===== config.mk =====
export PLATFORM = sky130hd
export DESIGN_NAME = dmem_port_arbiter_flat
export DESIGN_NICKNAME = d
export VERILOG_FILES = /design/src/rtl/dmem_port_arbiter_if.sv /design/src/rtl/dmem_port_arbiter.sv /design/src/flat_wrapper.sv
export SDC_FILE = /design/constraint.sdc
export NUM_CORES = 1
export LEC_CHECK = 0
export CORE_ASPECT_RATIO = 1.5
export CORE_MARGIN = 4
export CORE_UTILIZATION = 42
export CTS_CLUSTER_DIAMETER = 150
export DETAILED_ROUTE_END_ITERATION = 10
export HOLD_SLACK_MARGIN = 0.1
export PLACE_DENSITY = 0.95
export SYNTH_ARGS = -nofsm -noshare
export SYNTH_HDL_FRONTEND = slang
export SYNTH_SLANG_ARGS = --single-unit

===== constraint.sdc =====
create_clock -name CLK -period 2.9 [get_ports CLK]
set_input_delay 0.29 -clock CLK [delete_from_list [all_inputs] [get_ports CLK]]
set_output_delay 0.29 -clock CLK [all_outputs]
set_load 0.01 [all_outputs]

===== src/rtl/dmem_port_arbiter_if.sv =====
// -----------------------------------------------------------------------------
// dmem_port_arbiter_if
//
// Signal bundle for the single data-memory port.
//
//   data_address_2DM     32  byte address presented to memory
//   data_write_2DM       32  store data
//   data_write_size_2DM   2  write size code (0 word, 1 byte, 2 half, 3 three bytes)
//   MemRead_2DM           1  read strobe
//   MemWrite_2DM          1  write strobe
//   data_read_fDM        32  read data returned by memory
//
// Modports:
//   master - the arbiter: drives address/data/size/strobes, receives read data
//   slave  - the memory:  receives address/data/size/strobes, drives read data
// -----------------------------------------------------------------------------
interface dmem_port_arbiter_if;
   logic [31:0] data_address_2DM;
   logic [31:0] data_write_2DM;
   logic [1:0]  data_write_size_2DM;
   logic        MemRead_2DM;
   logic        MemWrite_2DM;
   logic [31:0] data_read_fDM;

   modport master (
      output data_address_2DM,
      output data_write_2DM,
      output data_write_size_2DM,
      output MemRead_2DM,
      output MemWrite_2DM,
      input  data_read_fDM
   );

   modport slave (
      input  data_address_2DM,
      input  data_write_2DM,
      input  data_write_size_2DM,
      input  MemRead_2DM,
      input  MemWrite_2DM,
      output data_read_fDM
   );
endinterface


===== src/rtl/dmem_port_arbiter.sv =====
// -----------------------------------------------------------------------------
// dmem_port_arbiter
//
// Shares the single data-memory port between the MEM pipeline stage and an
// auxiliary requester (loader / debug DMA). Each granted access holds its
// strobe for MEM_LATENCY cycles; read data is captured at the end of the last
// strobe cycle and a one-cycle done pulse follows. The pipeline is stalled
// while a MEM-stage request is pending or in flight.
//
// Handshake: a requester raises *_req_IN with stable we/addr/wdata/size and
// keeps it up until it sees its *_done_OUT pulse. Request fields are sampled
// only on the grant edge; later changes are ignored until the access ends.
// In the done cycle the just-served requester is not eligible for a grant,
// which gives the other requester a window after every access.
//
// Ports:
//   CLK, RESET          clock, asynchronous active-low reset
//   mem_req_IN ..       MEM-stage request: req, we, addr[32], wdata[32], size[2]
//   mem_rdata_OUT       last completed MEM-stage load data
//   mem_done_OUT        one-cycle pulse when a MEM access completes
//   Stall_OUT           hold the pipeline (mem_req_IN & ~mem_done_OUT)
//   aux_req_IN ..       auxiliary request: req, we, addr[32], wdata[32], size[2]
//   aux_rdata_OUT       last completed aux load data
//   aux_done_OUT        one-cycle pulse when an aux access completes
//   dm                  data-memory port (master side)
//   dbg_state           current FSM state (0 IDLE, 1 BUSY_MEM, 2 BUSY_AUX)
// -----------------------------------------------------------------------------
module dmem_port_arbiter #(
   parameter int MEM_LATENCY = 2
) (
   input  logic        CLK,
   input  logic        RESET,

   input  logic        mem_req_IN,
   input  logic        mem_we_IN,
   input  logic [31:0] mem_addr_IN,
   input  logic [31:0] mem_wdata_IN,
   input  logic [1:0]  mem_size_IN,
   output logic [31:0] mem_rdata_OUT,
   output logic        mem_done_OUT,
   output logic        Stall_OUT,

   input  logic        aux_req_IN,
   input  logic        aux_we_IN,
   input  logic [31:0] aux_addr_IN,
   input  logic [31:0] aux_wdata_IN,
   input  logic [1:0]  aux_size_IN,
   output logic [31:0] aux_rdata_OUT,
   output logic        aux_done_OUT,

   dmem_port_arbiter_if.master dm,

   output logic [1:0]  dbg_state
);

   typedef enum logic [1:0] {
      IDLE     = 2'd0,
      BUSY_MEM = 2'd1,
      BUSY_AUX = 2'd2
   } state_t;

   // The counter holds the remaining strobe cycles minus one, so a value of
   // zero marks the final strobe cycle of the access.
   localparam logic [3:0] CNT_LOAD = 4'(MEM_LATENCY - 1);

   state_t      state;
   state_t      state_nxt;
   logic [3:0]  cnt;
   logic        grant_mem;
   logic        grant_aux;
   logic        last_cycle;

   logic        we_q;
   logic [31:0] addr_q;
   logic [31:0] wdata_q;
   logic [1:0]  size_q;
   logic [31:0] mem_rdata_q;
   logic [31:0] aux_rdata_q;
   logic        mem_done_q;
   logic        aux_done_q;

   assign last_cycle = (state != IDLE) && (cnt == 4'd0);

   // Next-state and grant decision. A requester whose done pulse is high has
   // just been served and is skipped this cycle.
   always_comb begin
      state_nxt = state;
      grant_mem = 1'b0;
      grant_aux = 1'b0;
      case (state)
         IDLE: begin
            if (mem_req_IN && !mem_done_q) begin
               grant_mem = 1'b1;
               state_nxt = BUSY_MEM;
            end else if (aux_req_IN && !aux_done_q) begin
               grant_aux = 1'b1;
               state_nxt = BUSY_AUX;
            end
         end
         BUSY_MEM, BUSY_AUX: begin
            if (cnt == 4'd0) begin
               state_nxt = IDLE;
            end
         end
         default: begin
            state_nxt = IDLE;
         end
      endcase
   end

   always_ff @(posedge CLK or negedge RESET) begin
      if (!RESET) begin
         state       <= IDLE;
         cnt         <= 4'd0;
         we_q        <= 1'b0;
         addr_q      <= 32'd0;
         wdata_q     <= 32'd0;
         size_q      <= 2'd0;
         mem_rdata_q <= 32'd0;
         aux_rdata_q <= 32'd0;
         mem_done_q  <= 1'b0;
         aux_done_q  <= 1'b0;
      end else begin
         state      <= state_nxt;
         mem_done_q <= 1'b0;
         aux_done_q <= 1'b0;
         if (grant_mem) begin
            we_q    <= mem_we_IN;
            addr_q  <= mem_addr_IN;
            wdata_q <= mem_wdata_IN;
            size_q  <= mem_size_IN;
            cnt     <= CNT_LOAD;
         end else if (grant_aux) begin
            we_q    <= aux_we_IN;
            addr_q  <= aux_addr_IN;
            wdata_q <= aux_wdata_IN;
            size_q  <= aux_size_IN;
            cnt     <= CNT_LOAD;
         end else if (last_cycle) begin
            // Read data is valid during the final strobe cycle.
            if (state == BUSY_MEM) begin
               mem_done_q <= 1'b1;
               if (!we_q) begin
                  mem_rdata_q <= dm.data_read_fDM;
               end
            end else begin
               aux_done_q <= 1'b1;
               if (!we_q) begin
                  aux_rdata_q <= dm.data_read_fDM;
               end
            end
         end else if (state != IDLE) begin
            cnt <= cnt - 4'd1;
         end
      end
   end

   // Strobes derive from the state register so an asynchronous reset drops
   // them at once; address/data/size simply hold their last latched values.
   assign dm.MemRead_2DM         = (state != IDLE) && !we_q;
   assign dm.MemWrite_2DM        = (state != IDLE) &&  we_q;
   assign dm.data_address_2DM    = addr_q;
   assign dm.data_write_2DM      = wdata_q;
   assign dm.data_write_size_2DM = size_q;

   assign mem_rdata_OUT = mem_rdata_q;
   assign aux_rdata_OUT = aux_rdata_q;
   assign mem_done_OUT  = mem_done_q;
   assign aux_done_OUT  = aux_done_q;

   // Covers both waiting for the port and the access itself.
   assign Stall_OUT = mem_req_IN & ~mem_done_q;

   assign dbg_state = state;

endmodule


===== src/flat_wrapper.sv =====
// flat-port wrapper written by rule: the top's interface ports become plain ports
module dmem_port_arbiter_flat 
#(
   parameter int MEM_LATENCY = 2
)
  (CLK, RESET, mem_req_IN, mem_we_IN, mem_addr_IN, mem_wdata_IN, mem_size_IN, mem_rdata_OUT, mem_done_OUT, Stall_OUT, aux_req_IN, aux_we_IN, aux_addr_IN, aux_wdata_IN, aux_size_IN, aux_rdata_OUT, aux_done_OUT, dbg_state, dm_data_address_2DM, dm_data_write_2DM, dm_data_write_size_2DM, dm_MemRead_2DM, dm_MemWrite_2DM, dm_data_read_fDM);
  dmem_port_arbiter_if dm_i ();
  input  logic CLK;
  input  logic RESET;
  input  logic mem_req_IN;
  input  logic mem_we_IN;
  input  logic [31:0] mem_addr_IN;
  input  logic [31:0] mem_wdata_IN;
  input  logic [1:0] mem_size_IN;
  output logic [31:0] mem_rdata_OUT;
  output logic mem_done_OUT;
  output logic Stall_OUT;
  input  logic aux_req_IN;
  input  logic aux_we_IN;
  input  logic [31:0] aux_addr_IN;
  input  logic [31:0] aux_wdata_IN;
  input  logic [1:0] aux_size_IN;
  output logic [31:0] aux_rdata_OUT;
  output logic aux_done_OUT;
  output logic [1:0] dbg_state;
  output wire logic [$bits(dm_i.data_address_2DM)-1:0] dm_data_address_2DM;
  output wire logic [$bits(dm_i.data_write_2DM)-1:0] dm_data_write_2DM;
  output wire logic [$bits(dm_i.data_write_size_2DM)-1:0] dm_data_write_size_2DM;
  output wire logic [$bits(dm_i.MemRead_2DM)-1:0] dm_MemRead_2DM;
  output wire logic [$bits(dm_i.MemWrite_2DM)-1:0] dm_MemWrite_2DM;
  input wire logic [$bits(dm_i.data_read_fDM)-1:0] dm_data_read_fDM;
  assign dm_data_address_2DM = dm_i.data_address_2DM;
  assign dm_data_write_2DM = dm_i.data_write_2DM;
  assign dm_data_write_size_2DM = dm_i.data_write_size_2DM;
  assign dm_MemRead_2DM = dm_i.MemRead_2DM;
  assign dm_MemWrite_2DM = dm_i.MemWrite_2DM;
  assign dm_i.data_read_fDM = dm_data_read_fDM;
  dmem_port_arbiter #(.MEM_LATENCY(MEM_LATENCY)) u_core (.CLK(CLK), .RESET(RESET), .mem_req_IN(mem_req_IN), .mem_we_IN(mem_we_IN), .mem_addr_IN(mem_addr_IN), .mem_wdata_IN(mem_wdata_IN), .mem_size_IN(mem_size_IN), .mem_rdata_OUT(mem_rdata_OUT), .mem_done_OUT(mem_done_OUT), .Stall_OUT(Stall_OUT), .aux_req_IN(aux_req_IN), .aux_we_IN(aux_we_IN), .aux_addr_IN(aux_addr_IN), .aux_wdata_IN(aux_wdata_IN), .aux_size_IN(aux_size_IN), .aux_rdata_OUT(aux_rdata_OUT), .aux_done_OUT(aux_done_OUT), .dm(dm_i), .dbg_state(dbg_state));
endmodule

==> impl_metrics.py, run 1 <==
metrics = {
    "outcome": {
        "run_status": "finished clean",
    },
    "sta": {
        "slew_viol_final": 0,
        "skew_ps": 11.1,
        "fmax_ghz": 0.409,
        "rsz0062_at_grt": "false",
        "worst_slew_pin_slew_ps": 620,
        "holdWs_ps": 460,
        "timing.final.crit_share": 0.843,
        "fin_setup_tns_ps": 0,
        "setup_slack_ps": 456,
        "finalCriticalPeriod_ps": 2440,
        "finalSetupViolations": 0,
        "hold_viol_final": 0,
        "slew_headroom": 0.586,
    },
    "critical_path": {
        "crit_cells": 6,
        "worstSetupStartpointType": "flip-flop",
        "worst-setup-path-type": "flip-flop to flip-flop",
        "critical_path_buf_inv_count": 3,
        "critPathRequiredTime_ps": 3180,
        "slowest_delay_ps": 460,
        "worst_path_max_delay_cell": "ha_1",
        "reg2reg_depth": 6,
        "critical_path_arrival_ps": 2720,
        "cpLargestDelayFamily": "compound AO/OA/AOI/OAI gates",
        "end_kind": "flip-flop",
        "worstPathCellList": "inv_1 > ha_1 > inv_1 > a21o_2 > buf_12 > a221o_1",
        "cp_common_cell": "inv_1",
        "crit_fanout": 41,
    },
    "synth": {
        "ys_seq_area_frac": 0.605,
        "synth_edf_count": 0,
        "synth_cell_types": 34,
        "synth_area_um2": 5750,
        "syn_nets": 583,
        "synth_flop_cell": "dfrtp_1",
        "synth_area_per_cell_um2": 14.0,
        "synthArstFlopShare": 1.00,
        "yosysWarnings": 0,
        "ys_ff_latch": 139,
        "syn_inst": 410,
    },
    "global_routing": {
        "antenna_found_initial": 0,
        "grt.busiest_layer": "met2",
        "grt_pass1_vias": 5371,
        "grtUsageMet2": 0.423,
        "grt_use_met3": 0.0678,
        "grtUsageTotal": 0.228,
        "met1_usage": 0.240,
        "grt_start_max_net_pins": 75,
        "grt_pass1_wl_mm": 28.1,
        "grt-ovfl-total": 0,
    },
    "die": {
        "io_pins": 307,
        "die_w_um": 104,
        "coreArea_um2": 13500,
        "core.rowCount": 52,
        "initial_core_util": 0.427,
        "dieArea_um2": 15700,
        "die_h_um": 151,
    },
    "clocking": {
        "cts-root-buf": "clkbuf_16",
        "postCtsSetupBuffers": 0,
        "cts_tree": "yes",
        "cts-hold-fix-buffers": 1,
        "cts.repair.resized": 0,
        "worst_setup_hold_path_clk_slew_ps": 60,
        "h-tree-depth": 4,
        "cts.sinks": 139,
        "clockBufferDepth": 2,
        "clk_latency_ps": 400,
        "numCtsBuffers": 17,
    },
    "route": {
        "dr.first_iter.drc_count": 136,
        "drc": 0,
        "routed_wl_mm": 18.3,
        "via_count": 4737,
        "wl_per_cell_um": 20.6,
        "ant_nets": 0,
        "detail_route.vias_per_cell": 5.35,
        "drt-pass1-iter-count": 5,
    },
    "flow_run": {
        "drv_cap": 0,
    },
    "final_layout": {
        "area_growth_pct": 65.7,
        "num_antenna_cells": 0,
        "nNetsFinal": 887,
        "drive_gt1_frac": 0.148,
        "multi_input_area_um2": 2100,
        "mostFrequentLayoutCells": "305 x clkdlybuf4s50_1, 139 x dfrtp_1, 66 x a221o_1",
        "seq_area_um2": 3480,
        "layout_commonest_cell": "clkdlybuf4s50_1",
        "fillers": 932,
    },
    "pwr": {
        "power_density_nw_per_um2": 1090,
        "leakage_nw": 4.00,
        "vdd_drop_max_v": 0.000539,
    },
    "placed_design": {
        "dp_hpwl_mm": 13.6,
        "place_congestion": 0.796,
        "numPortBuffers": 306,
        "pre_cts_slack_ps": 531,
    },
    "worst_hold_path": {
        "hold_class": "input port to async pin",
    },
}
## stage by stage
| stage | total power, mW | cells | util | area, µm² |
|---|---|---|---|---|
| floorplan | 5.59 | 410 | - | 5750 |
| global route | 10.9 | 886 | 0.707 | 9520 |
| CTS | 10.4 | 886 | 0.707 | 9520 |
| detailed placement | 8.31 | 856 | 0.665 | 8950 |
| finish | 10.3 | 886 | 0.707 | 9520 |
| global placement | 8.07 | 856 | 0.665 | 8950 |
## kinds of logic after synthesis
family / share of synthesized area
flip-flops: 0.605
AO/OA/AOI/OAI: 0.130
adder cells (fa/ha/maj): 0.00653
AND/OR/NAND/NOR: 0.0973
multiplexers: 0.131
buffers and inverters: 0.0303
## synthesized netlist by cell type (2+ instances only)
cell type | n | share of area
buf_6 | 3 | 0.0059
and2_0 | 6 | 0.0065
nand2b_1 | 2 | 0.0022
nor2_1 | 5 | 0.0033
nor3_1 | 2 | 0.0017
a21o_1 | 2 | 0.0026
a21oi_1 | 2 | 0.0017
nand2_1 | 2 | 0.0013
mux2_2 | 65 | 0.13
inv_1 | 7 | 0.0046
mux2i_1 | 2 | 0.0035
ha_1 | 3 | 0.0065
and2_1 | 62 | 0.067
clkbuf_1 | 12 | 0.0078
buf_2 | 13 | 0.011
a221o_1 | 66 | 0.11
dfrtp_1 | 139 | 0.61
## metal layers
layer / part of all wire / vias up
met5: 0 / -
met4: 0.032 / 0
met3: 0.063 / 39
met2: 0.55 / 248
met1: 0.35 / 2316
li1: - / 2134
## power breakdown
part	internal, mW	leakage, nW	switching [mW]
logic	2.88	2.06	1.92
clock network	1.24	0.266	0.807
registers	2.91	1.68	0.586
total	7.02	4.00	3.31
## flip-flops by register name, summed over array words and instances, names as in the netlist
| register | flops |
|---|---|
| u_core.cnt | 4 |
| u_core.aux_done_OUT | 1 |
| u_core.aux_rdata_OUT | 32 |
| u_core.mem_rdata_OUT | 32 |
| u_core.mem_done_OUT | 1 |
| u_core.dm.data_write_2DM | 32 |
| u_core.dm.data_write_size_2DM | 2 |
| u_core.dbg_state | 2 |
| u_core.dm.data_address_2DM | 32 |
| u_core.we_q | 1 |
## layout make-up
class	instances	share of cell area
Multi-Input combinational cell	235	0.221
Timing Repair Buffer	314	0.331
Clock buffer	20	0.0490
Tap cell	162	0.0213
Clock inverter	9	0.00972
Sequential cell	139	0.365
Inverter	7	0.00276
## path summary, 6_finish.rpt
path                                                          start                                      endpoint  slack (ps)
worst max-delay path                u_core.dbg_state[0]$_DFFE_PN0P_       u_core.dm.data_write_2DM[9]$_DFFE_PN0P_         460
worst min-delay path                                          RESET           u_core.mem_rdata_OUT[2]$_DFFE_PN0P_         460
worst max register to register      u_core.dbg_state[0]$_DFFE_PN0P_       u_core.dm.data_write_2DM[9]$_DFFE_PN0P_         460
worst min register to register  u_core.mem_rdata_OUT[3]$_DFFE_PN0P_           u_core.mem_rdata_OUT[3]$_DFFE_PN0P_         500
max in group asynchronous                                     RESET          u_core.mem_rdata_OUT[18]$_DFFE_PN0P_        1640
min in group CLK                                     aux_size_IN[0]  u_core.dm.data_write_size_2DM[0]$_DFFE_PN0P_         490
No activity file was read; power rests on OpenSTA's default activity.
==> run 2, diff against run 1 <==
--- a/config.mk
+++ b/config.mk
@@ -7,11 +7,11 @@
 export LEC_CHECK = 0
 export CORE_ASPECT_RATIO = 1.5
 export CORE_MARGIN = 4
-export CORE_UTILIZATION = 42
+export CORE_UTILIZATION = 36
 export CTS_CLUSTER_DIAMETER = 150
 export DETAILED_ROUTE_END_ITERATION = 10
 export HOLD_SLACK_MARGIN = 0.1
-export PLACE_DENSITY = 0.95
+export PLACE_DENSITY = 0.88
 export SYNTH_ARGS = -nofsm -noshare
 export SYNTH_HDL_FRONTEND = slang
 export SYNTH_SLANG_ARGS = --single-unit
==> constraint.sdc (replaced) <==
create_clock -name CLK -period 2.2 [get_ports CLK]
set_input_delay 0.22 -clock CLK [delete_from_list [all_inputs] [get_ports CLK]]
set_output_delay 0.22 -clock CLK [all_outputs]
set_load 0.01 [all_outputs]
==> run 2 against run 1 <==
  * Flip-flop and latch count unchanged
  * Worst hold slack worse by 170 ps
  * Largest cell class unchanged
  * Sequential power grew 30%
  * Routed wire length decreased by 11%
  * Register-to-register slack worse by 210 ps
  * Count of clock-buffer cells in the layout down 3
  * Clock power increased by 48%
  * Sequential share of layout area decreased by 0.65 points
  * Die area grew 16%
  * Non-clock buffer count rose by 6
==> impl_metrics.py, run 2 (synthesis gave the netlist of run 1 again) <==
metrics = {
    "outcome": {
        "run_status": "finished clean",
    },
    "global_routing": {
        "grtUsageTotal": 0.177,
        "grt_pass1_vias": 4987,
        "antenna_found_initial": 0,
        "grt_pass1_wl_mm": 25.4,
        "grt-ovfl-total": 0,
        "grt_start_max_net_pins": 67,
    },
    "sta": {
        "finalCriticalPeriod_ps": 2080,
        "slew_headroom": 0.653,
        "hold_viol_final": 0,
        "slew_viol_final": 0,
        "rsz0062_at_grt": "false",
        "skew_ps": 8.60,
        "timing.final.crit_share": 0.945,
        "fin_setup_tns_ps": 0,
        "worst_slew_pin_slew_ps": 521,
        "finalSetupViolations": 0,
        "fmax_ghz": 0.481,
        "holdWs_ps": 286,
    },
    "route": {
        "ant_nets": 0,
        "drt-pass1-iter-count": 4,
        "via_count": 4662,
        "detail_route.vias_per_cell": 4.98,
        "met2_length_mm": 8.23,
        "drc": 0,
        "routed.top_layer": "met4",
        "met3WireLength_mm": 1.53,
        "routed_wl_mm": 16.2,
        "met1_length_mm": 6.05,
        "wl_per_cell_um": 17.3,
        "dr.first_iter.drc_count": 193,
    },
    "clocking": {
        "h-tree-depth": 4,
        "clk_latency_ps": 410,
        "cts.sinks": 139,
        "numCtsBuffers": 17,
        "postCtsSetupBuffers": 0,
        "cts-root-buf": "clkbuf_16",
        "clockBufferDepth": 2,
        "cts_tree": "yes",
        "worst_setup_hold_path_clk_slew_ps": 60,
    },
    "critical_path": {
        "critical_path_arrival_ps": 1860,
        "critPathRequiredTime_ps": 1980,
        "reg2reg_slack_ps": 250,
        "reg2reg_depth": 6,
        "reg2reg_to": "u_core.mem_rdata_OUT[19]$_DFFE_PN0P_",
        "crit_fanout": 6,
        "r2r-start": "u_core.dbg_state[0]$_DFFE_PN0P_",
        "end_kind": "primary output",
        "worstSetupStartpointType": "flip-flop",
        "worst-setup-path-type": "flip-flop to primary output",
    },
    "die": {
        "coreArea_um2": 15600,
        "die_w_um": 111,
        "initial_core_util": 0.368,
        "core.rowCount": 56,
        "io_pins": 307,
        "die_h_um": 163,
        "dieArea_um2": 18100,
    },
    "pwr": {
        "leakage_nw": 4.08,
        "vdd_drop_max_v": 0.000706,
        "power_density_nw_per_um2": 1430,
        "power_mw": 13.8,
    },
    "final_layout": {
        "area_growth_pct": 68.7,
        "utilization": 0.620,
        "mostFrequentLayoutCells": "303 x clkdlybuf4s50_1, 139 x dfrtp_1, 66 x a221o_1",
        "fillers": 1201,
        "drive_gt1_frac": 0.158,
        "final_cells": 936,
        "layout_commonest_cell": "clkdlybuf4s50_1",
        "num_antenna_cells": 0,
        "nNetsFinal": 893,
    },
    "flow_run": {
        "drv_cap": 0,
    },
    "placed_design": {
        "dp_hpwl_mm": 12.3,
        "numPortBuffers": 306,
        "placed_cells": 903,
        "place_congestion": 0.781,
    },
    "worst_hold_path": {
        "hold_class": "input port to async pin",
    },
}
run 2: final cells by class:
class	count	area, µm²	area share
Tap cell	203	254	0.0262
Timing Repair Buffer	320	3210	0.331
Sequential cell	139	3480	0.359
Inverter	7	26.3	0.00271
Clock inverter	15	200	0.0207
Multi-Input combinational cell	235	2100	0.217
Clock buffer	17	425	0.0439
run 2: critical path, cell delays in order (launching register included):
cell             delay [ps]
dfrtp_1                 400
nand2b_1                240
inv_1                   210
clkdlybuf4s50_1         590
run 2: through the flow:
| stage | cell area [µm²] | setup slack, ps |
|---|---|---|
| 6_report | 9690 | 120 |
| 5_1_grt | 9690 | 21.7 |
| 4_1_cts | 9690 | 96.0 |
| 3_5_place_dp | 9060 | 234 |
| 3_3_place_gp | 9060 | 263 |
| 2_1_floorplan | 5750 | 383 |
run 2: worst max path at each step:
stage,startpoint,end,slack [ps],depth (start not counted)
floorplan,u_core.dbg_state[0]$_DFFE_PN0P_,u_core.dm.data_address_2DM[30]$_DFFE_PN0P_,380,7
global placement,mem_req_IN,u_core.dm.data_address_2DM[18]$_DFFE_PN0P_,260,5
detailed placement,mem_req_IN,u_core.dm.data_address_2DM[6]$_DFFE_PN0P_,230,5
CTS,u_core.mem_done_OUT$_DFF_PN0_,Stall_OUT,100,3
global route,u_core.mem_done_OUT$_DFF_PN0_,Stall_OUT,20,3
finish,u_core.mem_done_OUT$_DFF_PN0_,Stall_OUT,120,3
run 2: power breakdown:
| part | internal (mW) | switching, mW | leakage, nW | total (mW) |
|---|---|---|---|---|
| registers | 3.83 | 0.700 | 1.68 | 4.53 |
| clock network | 1.83 | 1.19 | 0.302 | 3.03 |
| logic | 3.84 | 2.45 | 2.10 | 6.28 |
| total | 9.49 | 4.34 | 4.08 | 13.8 |
run 2: what timing repair did:
action | CTS | global route
endpoints found under the hold margin | 41 | 0
hold buffers | 1 | 0
gates resized for setup | 2 | 0
setup endpoints to repair | 2 | 0
run 2: layer usage:
metal / track usage / vias up
met3: 0.0721 / 27
met1: 0.189 / 2252
met5: 0 / -
met2: 0.310 / 230
met4: 0.0730 / 0
li1: - / 2153
==> run 3, diff against run 2 <==
--- a/config.mk
+++ b/config.mk
@@ -5,13 +5,14 @@
 export SDC_FILE = /design/constraint.sdc
 export NUM_CORES = 1
 export LEC_CHECK = 0
-export CORE_ASPECT_RATIO = 1.5
-export CORE_MARGIN = 4
-export CORE_UTILIZATION = 36
+export ABC_CLOCK_PERIOD_IN_PS = 2200
+export CORE_AREA = 4 4 119 121
 export CTS_CLUSTER_DIAMETER = 150
 export DETAILED_ROUTE_END_ITERATION = 10
+export DIE_AREA = 0 0 123 125
+export DONT_BUFFER_PORTS = 1
 export HOLD_SLACK_MARGIN = 0.1
-export PLACE_DENSITY = 0.88
+export PLACE_DENSITY = 0.71
 export SYNTH_ARGS = -nofsm -noshare
 export SYNTH_HDL_FRONTEND = slang
 export SYNTH_SLANG_ARGS = --single-unit
==> run 3 against run 2 <==
  * The run now fails in clock tree synthesis (4_1_cts)
  * Synthesized area did not move
  * Synthesized cell count did not move
==> impl_metrics.py, run 3 <==
metrics = {
    "outcome": {
        "run_status": "stopped before the end",
        "stop_stage": "clock tree synthesis (4_1_cts)",
        "error_line": "[ERROR RSZ-0060] Max buffer count reached.",
    },
    "synth": {
        "synth_cell_types": 34,
        "synthDominantCellAreaShare": 0.605,
        "synth_commonest_cells": "139 x dfrtp_1, 66 x a221o_1, 65 x mux2_2, 62 x and2_1, 13 x buf_2",
        "synth_most_common_cell": "dfrtp_1",
        "ys_seq_area_frac": 0.605,
        "yosysWarnings": 0,
        "syn_nets": 583,
        "yosysTopAreaCell": "dfrtp_1",
        "synth_area_per_cell_um2": 14.0,
        "syn_inst": 410,
        "synth_edf_count": 0,
        "synthArstFlopShare": 1.00,
        "synthTopCellsByArea": "dfrtp_1 61%, mux2_2 13%, a221o_1 11%",
        "synth_area_um2": 5750,
        "ys_ff_latch": 139,
        "synth_flop_cell": "dfrtp_1",
    },
    "clocking": {
        "cts-hold-fix-buffers": 119,
        "numCtsBuffers": 17,
        "cts.repair.resized": 1,
        "clockBufferDepth": 2,
        "postCtsSetupBuffers": 0,
        "h-tree-depth": 4,
        "cts-root-buf": "clkbuf_16",
        "cts.sinks": 139,
    },
    "placed_design": {
        "place_congestion": 0.834,
        "numPortBuffers": 0,
        "placed_cells": 562,
        "dp_hpwl_mm": 11.1,
    },
    "die": {
        "die_w_um": 123,
        "die_h_um": 125,
        "core.rowCount": 42,
        "io_pins": 307,
        "initial_core_util": 0.439,
    },
}
-- run 3: cell counts after synthesis --
Identical to the previous run, type by type.
-- run 3: cells by family after synthesis --
kind of cell	Yosys count	share of synthesized area
AOI/OAI and AO/OA	78	0.130
DFF	139	0.605
and+or+nand+nor	87	0.0973
muxes	67	0.131
buffers and inverters	36	0.0303
adders and majority gates	3	0.00653
-- run 3: stage by stage --
| step | TNS, ps | area [µm²] | setup WS, ps | utilization |
|---|---|---|---|---|
| 3_3_place_gp | 0 | 5890 | 48.0 | 0.450 |
| 2_1_floorplan | 0 | 5750 | 383 | - |
| 3_5_place_dp | -52.9 | 5890 | -23.6 | 0.450 |
==> run 4, diff against run 3 <==
==> config.mk (replaced) <==
export PLATFORM = sky130hd
export DESIGN_NAME = dmem_port_arbiter_flat
export DESIGN_NICKNAME = d
export VERILOG_FILES = /design/src/rtl/dmem_port_arbiter_if.sv /design/src/rtl/dmem_port_arbiter.sv /design/src/flat_wrapper.sv
export SDC_FILE = /design/constraint.sdc
export NUM_CORES = 1
export LEC_CHECK = 0
export ABC_CLOCK_PERIOD_IN_PS = 2850
export CORE_MARGIN = 4
export CORE_UTILIZATION = 40
export DETAILED_ROUTE_END_ITERATION = 10
export DONT_BUFFER_PORTS = 1
export PLACE_DENSITY_LB_ADDON = 0.15
export SYNTH_ARGS = -nofsm -noshare
export SYNTH_HDL_FRONTEND = slang
export SYNTH_SLANG_ARGS = --single-unit
==> constraint.sdc (replaced) <==
create_clock -name CLK -period 2.85 [get_ports CLK]
set_input_delay 0.285 -clock CLK [delete_from_list [all_inputs] [get_ports CLK]]
set_output_delay 0.285 -clock CLK [all_outputs]
set_load 0.01 [all_outputs]
==> run 4 against run 3 <==
  * The flow now finishes, with violations (negative hold slack)
==> impl_metrics.py, run 4 (synthesis gave the netlist of run 1 again) <==
metrics = {
    "clocking": {
        "worst_setup_hold_path_clk_slew_ps": 60,
        "clockBufferDepth": 2,
        "cts.repair.resized": 0,
        "cts-root-buf": "clkbuf_16",
        "cts-hold-fix-buffers": 50,
        "h-tree-depth": 4,
        "numCtsBuffers": 17,
        "postCtsSetupBuffers": 0,
        "clk_latency_ps": 410,
        "cts.sinks": 139,
        "cts_tree": "yes",
    },
    "route": {
        "drt-pass1-iter-count": 6,
        "via_count": 3655,
        "routed_wl_mm": 15.2,
        "ant_nets": 0,
        "detail_route.vias_per_cell": 5.62,
        "dr.first_iter.drc_count": 112,
        "wl_per_cell_um": 23.4,
        "drc": 0,
    },
    "die": {
        "coreArea_um2": 14000,
        "core.rowCount": 43,
        "initial_core_util": 0.411,
        "dieArea_um2": 16400,
        "die_h_um": 128,
        "io_pins": 307,
        "die_w_um": 128,
    },
    "global_routing": {
        "antenna_found_initial": 3,
        "grtUsageTotal": 0.185,
        "grt_pass1_vias": 3957,
        "grt-ovfl-total": 0,
        "grt_pass1_wl_mm": 23.0,
        "grt_start_max_net_pins": 140,
    },
    "sta": {
        "fin_setup_tns_ps": 0,
        "finalSetupViolations": 0,
        "worst_slew_pin_slew_ps": 920,
        "slew_viol_final": 0,
        "setup_slack_ps": 450,
        "timing.final.crit_share": 0.842,
        "holdWs_ps": -432,
        "rsz0062_at_grt": "false",
        "fmax_ghz": 0.417,
        "skew_ps": 6.44,
        "finalCriticalPeriod_ps": 2400,
        "hold_viol_final": 139,
        "slew_headroom": 0.386,
    },
    "final_layout": {
        "drive_gt1_frac": 0.227,
        "layout_commonest_cell": "dfrtp_1",
        "final_cells": 650,
        "design_area_um2": 7020,
        "mostFrequentLayoutCells": "139 x dfrtp_1, 66 x a221o_1, 65 x mux2_2",
        "nNetsFinal": 627,
        "area_growth_pct": 22.1,
        "fillers": 1197,
    },
    "placed_design": {
        "placed_cells": 565,
        "placed_area_um2": 5890,
        "pre_cts_slack_ps": 464,
        "numPortBuffers": 0,
        "dp_hpwl_mm": 10.8,
        "place_congestion": 0.778,
    },
    "critical_path": {
        "critical_path_arrival_ps": 2690,
        "end_kind": "flip-flop",
        "reg2reg_slack_ps": 450,
        "worst-setup-path-type": "flip-flop to flip-flop",
        "worstSetupStartpointType": "flip-flop",
        "critPathRequiredTime_ps": 3140,
        "crit_fanout": 50,
    },
    "worst_hold_path": {
        "hold_class": "input port to async pin",
    },
    "flow_run": {
        "drv_cap": 0,
    },
    "outcome": {
        "run_status": "finished, violations left",
        "failed_checks": "negative hold slack",
    },
    "pwr": {
        "vdd_drop_max_v": 0.000485,
        "power_density_nw_per_um2": 1220,
        "leakage_nw": 3.04,
    },
}
run 4: metal layers:
| layer | up-vias | global-route usage | share of wire |
|---|---|---|---|
| met2 | 208 | 0.302 | 0.49 |
| met4 | 0 | 0.0855 | 0.026 |
| met3 | 26 | 0.0833 | 0.12 |
| li1 | 1611 | - | - |
| met1 | 1810 | 0.206 | 0.37 |
| met5 | - | 0 | 0 |
run 4: path summary, 6_finish.rpt:
check	from	to	cells past startpoint
max in group asynchronous	RESET	u_core.dm.data_write_2DM[19]$_DFFE_PN0P_	0
setup / recovery	u_core.dbg_state[0]$_DFFE_PN0P_	u_core.dm.data_write_2DM[24]$_DFFE_PN0P_	6
hold reg to reg	u_core.cnt[1]$_DFFE_PN0P_	u_core.cnt[1]$_DFFE_PN0P_	2
min in group CLK	aux_wdata_IN[11]	u_core.dm.data_write_2DM[11]$_DFFE_PN0P_	1
hold / removal	RESET	u_core.aux_rdata_OUT[0]$_DFFE_PN0P_	0
setup reg to reg	u_core.dbg_state[0]$_DFFE_PN0P_	u_core.dm.data_write_2DM[24]$_DFFE_PN0P_	6
run 4: worst max-delay path: stages (launching register included):
cell and delay [ps]:
dfrtp_1 430, inv_1 100, ha_1 450, inv_1 250, a21o_2 390, buf_12 240, a221o_1 390
run 4: metrics by stage:
step            util  power, mW  hold WS (ps)
2_1_floorplan      -       5.69         -10.6
3_3_place_gp   0.421       6.23         -7.21
3_5_place_dp   0.421       6.34         -7.11
4_1_cts        0.501       8.70          -457
5_1_grt        0.502       9.10          -461
6_report       0.502       8.59          -432
run 4: layout make-up:
cell class                 count  area (µm²)  area share
sequential                   139        3480       0.496
multi-input combinational    235        2100       0.300
timing repair buffer          54         556      0.0791
clock buffer                  22         484      0.0690
tap                          180         225      0.0321
clock inverter                10         138      0.0196
inverter                       7        26.3     0.00374
antenna                        3        7.51     0.00107
run 4: power by group:
part	internal, mW	leakage [nW]	switching [mW]
Clock	1.47	0.303	0.806
Combinational	1.21	1.06	0.903
Sequential	2.96	1.68	1.24
